==> src/rtl/bf16_pkg.sv <==
// ============================================================================
// Module      : bf16_pkg
// Description : Shared constants and types for the bfloat16 command sequencer:
//               opcode values, stream terminator, ALU operation encoding and
//               the sequencer state encoding.
// Revision    : 1.0 - initial release
// ============================================================================
`default_nettype none

package bf16_pkg;

  // Command opcodes, accepted only while the sequencer is idle
  localparam logic [15:0] OP_ZERO     = 16'h0000;
  localparam logic [15:0] OP_SET_ACC  = 16'h0001;
  localparam logic [15:0] OP_LOAD_ACC = 16'h0002;
  localparam logic [15:0] OP_ADD      = 16'h0003;
  localparam logic [15:0] OP_SUB      = 16'h0004;
  localparam logic [15:0] OP_MUL      = 16'h0005;
  localparam logic [15:0] OP_DIV      = 16'h0006;
  localparam logic [15:0] OP_SUM      = 16'h0007;
  localparam logic [15:0] OP_SUBS     = 16'h0008;

  // Stream terminator and dummy-read word (a NaN pattern, never an operand)
  localparam logic [15:0] END_WORD    = 16'hFFFF;

  // alu_op encoding
  localparam logic [1:0]  ALU_ADD     = 2'd0;
  localparam logic [1:0]  ALU_SUB     = 2'd1;
  localparam logic [1:0]  ALU_MUL     = 2'd2;
  localparam logic [1:0]  ALU_DIV     = 2'd3;

  typedef enum logic [2:0] {
    ST_IDLE        = 3'd0,
    ST_SET_WAIT    = 3'd1,
    ST_GET_A       = 3'd2,
    ST_GET_B       = 3'd3,
    ST_EXEC        = 3'd4,
    ST_STREAM_WAIT = 3'd5,
    ST_STREAM_EXEC = 3'd6
  } state_t;

  // Binary opcodes 3..6 map linearly onto ALU ops 0..3
  function automatic logic [1:0] bin_alu_op(input logic [15:0] opcode);
    logic [15:0] v_diff;
    v_diff = opcode - OP_ADD;
    return v_diff[1:0];
  endfunction

endpackage

`default_nettype wire

==> src/rtl/bf16_cmd_sequencer_if.sv <==
// ============================================================================
// Module      : bf16_cmd_sequencer_if
// Description : Bundle of the SPI word side and ALU side of the sequencer.
//   master : sequencer view  (drives tx_*, alu_op/a/b/start, busy, err)
//   slave  : environment view (drives rx_*, alu_done, alu_result)
// Revision    : 1.0 - initial release
// ============================================================================
`default_nettype none

interface bf16_cmd_sequencer_if #(
  parameter int W = 16
);
  logic [W-1:0] rx_word;
  logic         rx_valid;
  logic [W-1:0] tx_word;
  logic         tx_load;
  logic [1:0]   alu_op;
  logic [W-1:0] alu_a;
  logic [W-1:0] alu_b;
  logic         alu_start;
  logic         alu_done;
  logic [W-1:0] alu_result;
  logic         busy;
  logic         err;

  modport master (
    input  rx_word, rx_valid, alu_done, alu_result,
    output tx_word, tx_load, alu_op, alu_a, alu_b, alu_start, busy, err
  );

  modport slave (
    output rx_word, rx_valid, alu_done, alu_result,
    input  tx_word, tx_load, alu_op, alu_a, alu_b, alu_start, busy, err
  );
endinterface

`default_nettype wire

==> src/rtl/bf16_timeout_ctr.sv <==
// ============================================================================
// Module      : bf16_timeout_ctr
// Description : Down-counter guarding the wait for alu_done.
//   clk, rst  : clock, synchronous active-low reset
//   i_load    : arm the counter (coincides with alu_start)
//   i_clr     : clear the counter
//   i_run     : high while waiting for alu_done; counts down
//   o_expire  : high during the TIMEOUT-th waiting cycle
// Revision    : 1.0 - initial release
// ============================================================================
`default_nettype none

module bf16_timeout_ctr #(
  parameter int TIMEOUT = 64
) (
  input  wire logic clk,
  input  wire logic rst,
  input  wire logic i_load,
  input  wire logic i_clr,
  input  wire logic i_run,
  output logic      o_expire
);
  localparam int          CW       = $clog2(TIMEOUT + 1);
  // Loaded with TIMEOUT-1 so the count reaches zero on the TIMEOUT-th cycle
  localparam logic [CW-1:0] LOAD_VAL = CW'(TIMEOUT - 1);

  logic [CW-1:0] r_cnt;

  always_ff @(posedge clk) begin
    if (!rst) begin
      r_cnt <= '0;
    end else if (i_load) begin
      r_cnt <= LOAD_VAL;
    end else if (i_clr) begin
      r_cnt <= '0;
    end else if (i_run && (r_cnt != '0)) begin
      r_cnt <= r_cnt - CW'(1);
    end
  end

  assign o_expire = i_run && (r_cnt == '0);

endmodule

`default_nettype wire

==> src/rtl/bf16_cmd_sequencer.sv <==
// ============================================================================
// Module      : bf16_cmd_sequencer
// Description : Decodes SPI words into opcodes/operands, sequences the
//               bfloat16 ALU through a start/done handshake, owns the
//               accumulator and returns result words to the SPI shifter.
//   clk, rst  : clock, synchronous active-low reset
//   io_bus    : master modport (rx word in, tx word out, ALU handshake,
//               busy and sticky err flags)
// Revision    : 1.0 - initial release
// ============================================================================
`default_nettype none

module bf16_cmd_sequencer
  import bf16_pkg::*;
#(
  parameter int          W        = 16,
  parameter int          TIMEOUT  = 64,
  parameter logic [W-1:0] END_WORD = 16'hFFFF
) (
  input  wire logic             clk,
  input  wire logic             rst,
  bf16_cmd_sequencer_if.master  io_bus
);

  state_t       r_state;
  state_t       w_next;
  logic [W-1:0] r_acc;
  logic [W-1:0] r_tx_word;
  logic         r_tx_load;
  logic [1:0]   r_alu_op;
  logic [W-1:0] r_alu_a;
  logic [W-1:0] r_alu_b;
  logic         r_alu_start;
  logic         r_err;

  logic         w_rx;
  logic [W-1:0] w_word;
  logic         w_in_exec;
  logic         w_busy;
  logic         w_done;
  logic         w_overrun;
  logic         w_expire;
  logic         w_timeout;
  logic         w_illegal;
  logic         w_start;
  logic         w_is_bin;

  assign w_rx     = io_bus.rx_valid;
  assign w_word   = io_bus.rx_word;
  assign w_is_bin = (w_word >= OP_ADD) && (w_word <= OP_DIV);

  // --------------------------------------------------------------------------
  // FSM: state register
  // --------------------------------------------------------------------------
  always_ff @(posedge clk) begin
    if (!rst) r_state <= ST_IDLE;
    else      r_state <= w_next;
  end

  // --------------------------------------------------------------------------
  // FSM: next-state logic
  // --------------------------------------------------------------------------
  always_comb begin
    w_next = r_state;
    case (r_state)
      ST_IDLE: begin
        if (w_rx) begin
          if (w_word == OP_SET_ACC)                         w_next = ST_SET_WAIT;
          else if (w_is_bin)                                w_next = ST_GET_A;
          else if ((w_word == OP_SUM) || (w_word == OP_SUBS)) w_next = ST_STREAM_WAIT;
        end
      end
      ST_SET_WAIT: if (w_rx) w_next = ST_IDLE;
      ST_GET_A:    if (w_rx) w_next = ST_GET_B;
      ST_GET_B:    if (w_rx) w_next = ST_EXEC;
      ST_EXEC: begin
        if (w_done || w_expire) w_next = ST_IDLE;
      end
      ST_STREAM_WAIT: begin
        if (w_rx) w_next = (w_word == END_WORD) ? ST_IDLE : ST_STREAM_EXEC;
      end
      ST_STREAM_EXEC: begin
        if (w_done)        w_next = ST_STREAM_WAIT;
        else if (w_expire) w_next = ST_IDLE;
      end
      default: w_next = ST_IDLE;
    endcase
  end

  // --------------------------------------------------------------------------
  // FSM: output / event decode
  // --------------------------------------------------------------------------
  always_comb begin
    w_in_exec = (r_state == ST_EXEC) || (r_state == ST_STREAM_EXEC);
    w_busy    = w_in_exec;
    w_done    = w_in_exec && io_bus.alu_done;
    // A word arriving alongside alu_done is still dropped as an overrun
    w_overrun = w_in_exec && w_rx;
    w_timeout = w_expire && !io_bus.alu_done;
    w_illegal = (r_state == ST_IDLE) && w_rx &&
                (w_word > OP_SUBS) && (w_word != END_WORD);
    w_start   = w_rx && ((r_state == ST_GET_B) ||
                         ((r_state == ST_STREAM_WAIT) && (w_word != END_WORD)));
  end

  bf16_timeout_ctr #(
    .TIMEOUT (TIMEOUT)
  ) u_timeout (
    .clk      (clk),
    .rst      (rst),
    .i_load   (w_start),
    .i_clr    (!w_in_exec),
    .i_run    (w_in_exec),
    .o_expire (w_expire)
  );

  // --------------------------------------------------------------------------
  // Datapath registers
  // --------------------------------------------------------------------------
  always_ff @(posedge clk) begin
    if (!rst) begin
      r_acc       <= '0;
      r_tx_word   <= '0;
      r_tx_load   <= 1'b0;
      r_alu_op    <= ALU_ADD;
      r_alu_a     <= '0;
      r_alu_b     <= '0;
      r_alu_start <= 1'b0;
      r_err       <= 1'b0;
    end else begin
      r_alu_start <= w_start;
      r_tx_load   <= 1'b0;
      if (w_overrun || w_timeout || w_illegal) r_err <= 1'b1;

      case (r_state)
        ST_IDLE: begin
          if (w_rx) begin
            if (w_word == OP_ZERO) begin
              r_acc <= '0;
              r_err <= 1'b0;
            end else if (w_word == OP_LOAD_ACC) begin
              r_tx_word <= r_acc;
              r_tx_load <= 1'b1;
            end else if (w_is_bin) begin
              r_alu_op <= bin_alu_op(w_word);
            end else if (w_word == OP_SUM) begin
              r_acc    <= '0;
              r_alu_op <= ALU_ADD;
            end else if (w_word == OP_SUBS) begin
              r_acc    <= '0;
              r_alu_op <= ALU_SUB;
            end
          end
        end
        ST_SET_WAIT: if (w_rx) r_acc   <= w_word;
        ST_GET_A:    if (w_rx) r_alu_a <= w_word;
        ST_GET_B:    if (w_rx) r_alu_b <= w_word;
        ST_EXEC: begin
          if (w_done) begin
            r_tx_word <= io_bus.alu_result;
            r_tx_load <= 1'b1;
          end
        end
        ST_STREAM_WAIT: begin
          if (w_rx && (w_word != END_WORD)) begin
            r_alu_a <= r_acc;
            r_alu_b <= w_word;
          end
        end
        ST_STREAM_EXEC: if (w_done) r_acc <= io_bus.alu_result;
        default: ;
      endcase
    end
  end

  assign io_bus.tx_word   = r_tx_word;
  assign io_bus.tx_load   = r_tx_load;
  assign io_bus.alu_op    = r_alu_op;
  assign io_bus.alu_a     = r_alu_a;
  assign io_bus.alu_b     = r_alu_b;
  assign io_bus.alu_start = r_alu_start;
  assign io_bus.busy      = w_busy;
  assign io_bus.err       = r_err;

endmodule

`default_nettype wire

==> src/flat_wrapper.sv <==
// flat-port wrapper written by rule: the top's interface ports become plain ports
module bf16_cmd_sequencer_flat import bf16_pkg::*;
#(
  parameter int          W        = 16,
  parameter int          TIMEOUT  = 64,
  parameter logic [W-1:0] END_WORD = 16'hFFFF
)
  (clk, rst, io_bus_rx_word, io_bus_rx_valid, io_bus_alu_done, io_bus_alu_result, io_bus_tx_word, io_bus_tx_load, io_bus_alu_op, io_bus_alu_a, io_bus_alu_b, io_bus_alu_start, io_bus_busy, io_bus_err);
  bf16_cmd_sequencer_if #(.W(W)) io_bus_i ();
  input  wire logic clk;
  input  wire logic rst;
  input wire logic [$bits(io_bus_i.rx_word)-1:0] io_bus_rx_word;
  input wire logic [$bits(io_bus_i.rx_valid)-1:0] io_bus_rx_valid;
  input wire logic [$bits(io_bus_i.alu_done)-1:0] io_bus_alu_done;
  input wire logic [$bits(io_bus_i.alu_result)-1:0] io_bus_alu_result;
  output wire logic [$bits(io_bus_i.tx_word)-1:0] io_bus_tx_word;
  output wire logic [$bits(io_bus_i.tx_load)-1:0] io_bus_tx_load;
  output wire logic [$bits(io_bus_i.alu_op)-1:0] io_bus_alu_op;
  output wire logic [$bits(io_bus_i.alu_a)-1:0] io_bus_alu_a;
  output wire logic [$bits(io_bus_i.alu_b)-1:0] io_bus_alu_b;
  output wire logic [$bits(io_bus_i.alu_start)-1:0] io_bus_alu_start;
  output wire logic [$bits(io_bus_i.busy)-1:0] io_bus_busy;
  output wire logic [$bits(io_bus_i.err)-1:0] io_bus_err;
  assign io_bus_i.rx_word = io_bus_rx_word;
  assign io_bus_i.rx_valid = io_bus_rx_valid;
  assign io_bus_i.alu_done = io_bus_alu_done;
  assign io_bus_i.alu_result = io_bus_alu_result;
  assign io_bus_tx_word = io_bus_i.tx_word;
  assign io_bus_tx_load = io_bus_i.tx_load;
  assign io_bus_alu_op = io_bus_i.alu_op;
  assign io_bus_alu_a = io_bus_i.alu_a;
  assign io_bus_alu_b = io_bus_i.alu_b;
  assign io_bus_alu_start = io_bus_i.alu_start;
  assign io_bus_busy = io_bus_i.busy;
  assign io_bus_err = io_bus_i.err;
  bf16_cmd_sequencer #(.W(W), .TIMEOUT(TIMEOUT), .END_WORD(END_WORD)) u_core (.clk(clk), .rst(rst), .io_bus(io_bus_i));
endmodule
==> config.mk <==
export PLATFORM = sky130hd
export DESIGN_NAME = bf16_cmd_sequencer_flat
export DESIGN_NICKNAME = d
export VERILOG_FILES = /design/src/rtl/bf16_pkg.sv /design/src/rtl/bf16_cmd_sequencer_if.sv /design/src/rtl/bf16_timeout_ctr.sv /design/src/rtl/bf16_cmd_sequencer.sv /design/src/flat_wrapper.sv
export SDC_FILE = /design/constraint.sdc
export NUM_CORES = 1
export LEC_CHECK = 0
export ABC_AREA = 1
export BUFFER_PORTS_ARGS = -buffer_cell sky130_fd_sc_hd__buf_2
export CORE_ASPECT_RATIO = 1.5
export CORE_MARGIN = 5
export CORE_UTILIZATION = 45
export DETAILED_ROUTE_END_ITERATION = 16
export HOLD_SLACK_MARGIN = 0.05
export PLACE_DENSITY = 0.68
export SLEW_MARGIN = 20
export SYNTH_ARGS = -nofsm -noshare
export SYNTH_HDL_FRONTEND = slang
export SYNTH_SLANG_ARGS = --single-unit
==> constraint.sdc <==
create_clock -name clk -period 3 [get_ports clk]
set_input_delay 0.15 -clock clk [delete_from_list [all_inputs] [get_ports clk]]
set_output_delay 0.15 -clock clk [all_outputs]
set_load 0.01 [all_outputs]
# [Yosys cells after proc, flatten, opt, wreduce, memory -nomap -nowiden]
# Cells that the tools add are included.
[classes] add_sub_neg=2 n_lt_le_gt_ge=3 eq_ne=29 n_mux=45 bitwise=4 n_reduce_logical=35
[ops] op="$mux W16" n=13
[ops] op="$pmux W16 S2" n=3
[ops] op="$pmux W16 S3" n=1
[ops] op="$mux W3" n=12
[ops] op="$pmux W3 S7" n=1
[ops] op="$mux W6" n=3
[ops] op="$eq A16 B1 Y1 const B" n=1
[ops] op="$eq A16 B16 Y1 const B" n=1
[ops] op="$eq A16 B2 Y1 const B" n=1
[ops] op="$eq A16 B3 Y1 const B" n=1
[ops] op="$eq A16 B4 Y1 const B" n=1
[ops] op="$ge A16 B2 Y1 const B" n=1
[ops] op="$gt A16 B4 Y1 const B" n=1
[ops] op="$le A16 B3 Y1 const B" n=1
[ops] op="$logic_not A16 Y1" n=1
[ops] op="$ne A16 B16 Y1 const B" n=1
[ops] op="$ne A2 B2 Y1 const B" n=8
[ops] op="$logic_and A1 B1 Y1" n=12
[ops] op="$reduce_and A5 Y1" n=2
[ops] op="$eq A3 B3 Y1 const B" n=3
[ops] op="$mux W1" n=8
[ops] op="$reduce_and A8 Y1" n=1
[ops] op="$logic_not A7 Y1" n=1
[ops] op="$reduce_and A7 Y1" n=1
[ops] op="other kinds (21)" n=39
[word_totals] register_bits=79 wordCells=129

# [Logic depth before layout (Yosys ltp)]
[depth] ltp_word=10 ltp_mapped=13 mapped_depth_nobuf=12

# [By module]
# A second synthesis with hierarchy kept.
[unflattened] hier_cells=588 hier_area_um2=4330.4
[modules_own_cells] mod="bf16_cmd_sequencer" n_inst=1 cells_each=512 area_per_inst_um2=3801.1
[modules_own_cells] mod="bf16_timeout_ctr" n_inst=1 cells_each=76 area_per_inst_um2=529.3

# [Least setup slack after synthesis]
# OpenSTA, ideal clock, no wires.
[synth_path] path_kind="register to register" startpoint="register u_core.r_state[1]" endpoint="register u_core.r_alu_a[11], in the netlist u_core.io_bus.alu_a[11]" t_arrival_ns=1.391 required_ns=2.884 slack_ns=1.493 path_stages_with_launch=9 period_less_slack_ns=1.507 path_cell_list="dfxtp_1 -> inv_2 -> nand2_1 -> inv_2 -> nand2_4 -> buf_2 -> mux2_2 -> nor2_2 -> nor2_1"
[synth_via] elab_chain_len=3 word_cells_on_any_way=7 cone_classes="4 x eq/ne; 1 x mux; 2 x reduce/logical"
[synth_lines] item="start: declaration" line_no="bf16_cmd_sequencer.sv:25" source="state_t r_state;"
[synth_lines] item="start signal: assignment" line_no="bf16_cmd_sequencer.sv:57" source="else r_state <= w_next;"
[synth_lines] item="$eq A3 B2 Y1 or $eq A3 B3 Y1 (tied branches)" line_no="bf16_cmd_sequencer.sv:135" source="case (r_state)"
[synth_lines] item="$ne A2 B2 Y1 (no source line) or $reduce_bool A2 Y1 (tied branches)"
[synth_lines] item="$reduce_and A3 Y1 (no source line)"
[synth_lines] item="end signal: assignment" line_no="bf16_cmd_sequencer.sv:156" source="ST_GET_A: if (w_rx) r_alu_a <= w_word;"
[synth_lines] item="end signal: assignment" line_no="bf16_cmd_sequencer.sv:166" source="r_alu_a <= r_acc;"
[synth_lines] item="end: declaration" line_no="bf16_cmd_sequencer.sv:31" source="logic [W-1:0] r_alu_a;"
# Several ways; a longest one is shown, not always the timed one.
# A chain may end at the register's enable or synchronous reset.

# [Worst setup path after layout]
[layout_path] startpoint="register u_core.r_state[2]" endpoint="register u_core.r_alu_b[14], in the netlist u_core.io_bus.alu_b[14]"
[layout_via] elab_chain_len=3 word_cells_on_any_way=7 cone_classes="4 x eq/ne; 1 x mux; 2 x reduce/logical"
[layout_lines] item="$eq A3 B3 Y1 or $eq A3 B2 Y1 (tied branches)" line_no="bf16_cmd_sequencer.sv:135"
[layout_lines] item="$ne A2 B2 Y1 (no source line) or $reduce_bool A2 Y1 (tied branches)"
[layout_lines] item="$reduce_and A3 Y1 (no source line)"
[layout_lines] item="end signal: assignment" line_no="bf16_cmd_sequencer.sv:157" source="ST_GET_B: if (w_rx) r_alu_b <= w_word;"
[layout_lines] item="end signal: assignment" line_no="bf16_cmd_sequencer.sv:167" source="r_alu_b <= w_word;"
[layout_lines] item="end: declaration" line_no="bf16_cmd_sequencer.sv:32" source="logic [W-1:0] r_alu_b;"
# Several ways; a longest one is shown, not always the timed one.

==> impl.org <==
** Run status
- The run finished with clean final reports.

** Synth
- Commonest cells post-synth :: sky130_fd_sc_hd__nor2_1 (107), sky130_fd_sc_hd__dfxtp_1 (79), sky130_fd_sc_hd__nand2_1 (70), sky130_fd_sc_hd__o21ai_0 (59), sky130_fd_sc_hd__inv_1 (43)
- Largest family of logic cells by synthesized area :: simple AND/OR/NAND/NOR gates
- Basic-gate share of the synthesized area counting and, or, nand and nor cells :: 27.63%
- Register area share after synthesis :: 38.71%
- Main flop type after synthesis :: sky130_fd_sc_hd__dfxtp_1
- Share of the synthesized area in the top cell type :: 38.71%
- Number of warnings issued by yosys :: 0
- Proportion of synthesized flip-flops having asynchronous set or reset :: 0%
- Counting distinct cell types in the post-synthesis netlist gives 39.
- Number of enable-type register cells in the synthesized netlist :: 0
- Cell area after technology mapping :: 0.004085 sq mm
- Post-synthesis cell type with the largest combined area :: sky130_fd_sc_hd__dfxtp_1
- Synth Area in XOR/XNOR :: less than 1%
- After Yosys synthesis, full adders, half adders and majority gates account for 1.838% of the synthesized area.
- The synthesized netlist devotes about 18% of its cell area to compound gates.
- Net count after synthesis :: between 500 and 600
- Fraction of synthesized area in multiplexers :: 4.410%
- Ranked by total cell area, the synthesized netlist is headed by sky130_fd_sc_hd__dfxtp_1 (39%), sky130_fd_sc_hd__nor2_1 (9.8%), sky130_fd_sc_hd__o21ai_0 (7.2%), sky130_fd_sc_hd__nand2_1 (6.4%), sky130_fd_sc_hd__mux2_2 (4.4%).
- Average instance area after synthesis :: 7.334 sq um
- Number of register bits inferred by synthesis :: 79
- Most frequent cell after synthesis :: sky130_fd_sc_hd__nor2_1
- Synth Instances :: 557

** Clocking
- Buffer count from post-CTS setup fixing :: 0
- TritonCTS built the clock tree.
- Worst-skew pair later-pin latency :: 0.33 ns
- CTS saw 79 sinks.
- PostCTS Resize Cnt :: 0
- Number of H-tree levels :: 3
- Clock Root Buffer :: sky130_fd_sc_hd__clkbuf_16
- Clk pin slew, worst setup/hold paths :: 0.06 ns
- TritonCTS Buffers :: 9
- Hold repair after CTS inserted 0 buffers.
- No sink is reached through more buffers than the 2 on the longest clock path.

** Hold path
- Hold Crit Class :: primary input to flop
- Hold Path Depth :: 3

** STA
- Setup violations remaining at the end of the flow were counted as 0.
- Across the routed clock network, the largest skew measured is between 0.004 and 0.005 ns.
- Measured slew at the worst slew-check pin :: 0.8638 ns
- After routing, the total negative slack on setup checks comes to 0 ns.
- Time the worst path needs with I/O delays and setup :: around 2.1 ns
- Worst Slack Setup Final :: 0.8562 ns
- Setup repair after global routing left no endpoint under its margin.
- Number of failing hold endpoints at the final stage :: 0
- Fin Hold WS :: 0.1231 ns
- The worst pin sits at a relative slew slack of 42.27%.
- Maximum clock frequency :: around 470 MHz
- Number of max-slew violations in the final report :: 0
- Dividing the final minimum period by the clock period gives 71.46%.

** Die
- Die outline area :: around 0.011 sq mm
- In this run the vertical extent of the chip is 126.7 um.
- From left edge to right edge, the die measures a little under 90 um.
- The initialized floorplan defines 42 standard-cell rows.
- During I/O placement, the number of pins put on the boundary was 90.
- The initial utilization of the core area, before any placement, comes to between 40% and 50%.
- In this run the standard cell core region covers 0.008828 sq mm.

** Global route
- The first global-routing pass estimated 18,660 um of wire.
- Entering global routing, the biggest net connects 51 pins.
- Number of global-route vias before repair :: around 4,000
- After global routing the overflow that remains totals 0.
- Across every metal layer, demand over resource in global routing totals 21.24%.
- Number of antenna violations at the first check in global routing :: 0

** Pwr
- Across the VDD grid, the largest voltage drop is 0.0004739 V.
- Switching part of the total :: 28.50%
- For this design the total switching power over the nets is 845.8 uW.
- Overall power of the completed layout :: 2967 uW
- Sequential cell fraction of total power :: 40.4%
- The internal portion of the total power is 2122 uW.
- Clock network fraction of total power :: 41.6%
- Leakage power :: 0.002408 uW
- In this run the power density over the cells is 609.7 mW/mm^2.
- The share of total power dissipated in combinational logic is 18.0%.

** Placed design
- Detail Placement HPWL :: 8691 um
- The count of buffers added on input and output ports is 89.
- Worst slack after detailed placement :: 0.9189 ns
- Routability Congestion :: 0.8775

** Finish
- At the end of the flow, the number of nets in the layout was 678.
- Counting the fill cells in the layout gives 856.
- Total inserted antenna cells :: 0
- Cells with a size suffix above 1 make up 27.77% of the layout.
- From synthesis to final layout, the design area changed by 19.14%.

** Drt
- Vias after detailed routing :: 3,971
- In the final routed layout, each cell accounts on average for about 15 um.
- Before antenna repair, the detailed router went through 5 iterations.
- Vias per Instance :: approximately 5.3
- Total detailed-routing wirelength :: 11,390 um
- Final ANT Viol Nets :: 0
- Initial DRC Count :: 194
- In the routed design, unresolved DRC markers number 0.

** Setup path
- Capture point of the worst path :: u_core.io_bus.alu_b[14]
- Crit path buffers/inverters :: 1
- STA puts the critical path data arrival time at 2.40 ns.
- The critical path runs through a total of 7 cells.
- On the worst path, the slowest cell contributes a delay of 0.58 ns.
- Setup slack on the worst reg-to-reg path comes out at 0.86 ns.
- Critical-path maximum fanout :: 24
- The startpoint identified for the worst register-to-register timing path is u_core.r_state[2].
- CP Launch Type :: flop
- Worst setup path start :: u_core.r_state[2]
- Most prevalent standard cell on the critical path :: sky130_fd_sc_hd__nor2_4
- Cell count of the worst reg-to-reg path :: 7
- The slowest stage of the critical path is the sky130_fd_sc_hd__dfxtp_1 cell.
- End of the worst register-to-register path :: u_core.io_bus.alu_b[14]
- Classification of the worst setup path :: flop to flop
- Broken down by cell family, the worst path's largest delay share belongs to simple AND/OR/NAND/NOR gates.
- Data on the critical path is required at its endpoint by around 3.3 ns.
- The signal on the critical path passes through nand2_4 > nor2_4 > nor2_2 > nor2_4 > buf_4 > o21ai_1 > a21oi_1.
- Kind of capture point of the worst setup path :: flop

** Flow run
- The tool flagged a number of max-cap violations equal to 0.
==> layout by cell type (no fill, tap or decap), types with 2 or more instances in the layout <==
cell                        count
sky130_fd_sc_hd__xnor2_1        2
sky130_fd_sc_hd__dfxtp_1       79
sky130_fd_sc_hd__xor2_1         2
sky130_fd_sc_hd__nand4_1        2
sky130_fd_sc_hd__nor2_1       107
sky130_fd_sc_hd__nand3_2        4
sky130_fd_sc_hd__nand3_1        9
sky130_fd_sc_hd__nand2_2        3
sky130_fd_sc_hd__nor3_1         4
sky130_fd_sc_hd__mux2_2        16
sky130_fd_sc_hd__o21ai_1       28
sky130_fd_sc_hd__a21oi_1       25
sky130_fd_sc_hd__inv_1         43
sky130_fd_sc_hd__nand2_1       70
sky130_fd_sc_hd__nor2_4         6
sky130_fd_sc_hd__ha_1           6
sky130_fd_sc_hd__inv_2          8
sky130_fd_sc_hd__clkbuf_16      9
sky130_fd_sc_hd__clkinv_2       2
sky130_fd_sc_hd__o21ai_0       59
sky130_fd_sc_hd__nand2_4        3
sky130_fd_sc_hd__bufinv_16      3
sky130_fd_sc_hd__buf_2         89
sky130_fd_sc_hd__nor2_2        26
sky130_fd_sc_hd__buf_4          2
sky130_fd_sc_hd__o22ai_1       16
sky130_fd_sc_hd__o31ai_1        4
==> metrics by stage <==
| step | utilization, % | cells | cell area, sq um |
|---|---|---|---|
| CTS | 55.13 | 751 | 4867 |
| floorplan | - | 557 | 4085 |
| finish | 55.13 | 751 | 4867 |
| global placement | 51.30 | 735 | 4529 |
| global route | 55.13 | 751 | 4867 |
| detailed placement | 51.30 | 735 | 4529 |
==> cell type report <==
type	instances	area [sq um]	share of cell area [%]
timing repair buffer	91	460.4	9.460
tap	110	137.6	2.828
clock inverter	6	108.9	2.236
clock buffer	10	229.0	4.704
multi-input combinational	401	2140	43.96
sequential	79	1582	32.49
inverter	54	210.2	4.319
==> registers in the layout, indices dropped and copies added, names as in the netlist <==
signal / count
u_core.io_bus.alu_b: 16
u_core.io_bus.tx_load: 1
u_core.io_bus.tx_word: 16
u_core.io_bus.alu_op: 2
u_core.r_acc: 16
u_core.r_state: 3
u_core.u_timeout.r_cnt: 7
u_core.io_bus.alu_a: 16
u_core.io_bus.err: 1
u_core.io_bus.alu_start: 1
==> metal layers <==
metal  track usage [%]  vias up  routed length, um  part of all wire (%)
met5                 0        -                  0                     0
met4             10.48        0                456                   4.0
met3             3.374       32                545                   4.8
met2             38.06      136               6067                    53
met1             23.68     1820               4320                    38
li1                  -     1983                  -                     -
==> cells by family after synthesis <==
logic type	after synthesis
and+or+nand+nor	240
AOI/OAI and AO/OA	135
DFF	79
buffers and inverters	77
muxes	16
adders and majority gates	6
xor gates and xnor gates	4
==> worst register-to-register path: cells and delay by family (launching register included) <==
kind	cells	cell delay (ns)
AND/OR/NAND/NOR	4	0.97
flip-flops	1	0.58
buffers and inverters	1	0.27
AO/OA/AOI/OAI	2	0.26
==> power groups by stage <==
stage	Sequential, uW	Clock, uW	Combinational, uW
after detailed placement	1220	0	534
after CTS	1200	1250	537
after global placement	1220	0	523
final	1200	1230	535
after floorplan	1200	0	398
after global routing	1200	1290	604
==> worst min-delay path by stage <==
stage | end | startpoint
floorplan | u_core.io_bus.alu_b[3] | io_bus_rx_word[3]
finish | u_core.io_bus.alu_b[7] | io_bus_rx_word[7]
global placement | u_core.io_bus.alu_op[1] | u_core.io_bus.alu_op[1]
detailed placement | u_core.io_bus.alu_b[5] | io_bus_rx_word[5]
CTS | u_core.io_bus.alu_b[7] | io_bus_rx_word[7]
global route | u_core.io_bus.alu_b[9] | io_bus_rx_word[9]
Note: power is estimated with default switching activity, not from simulation.
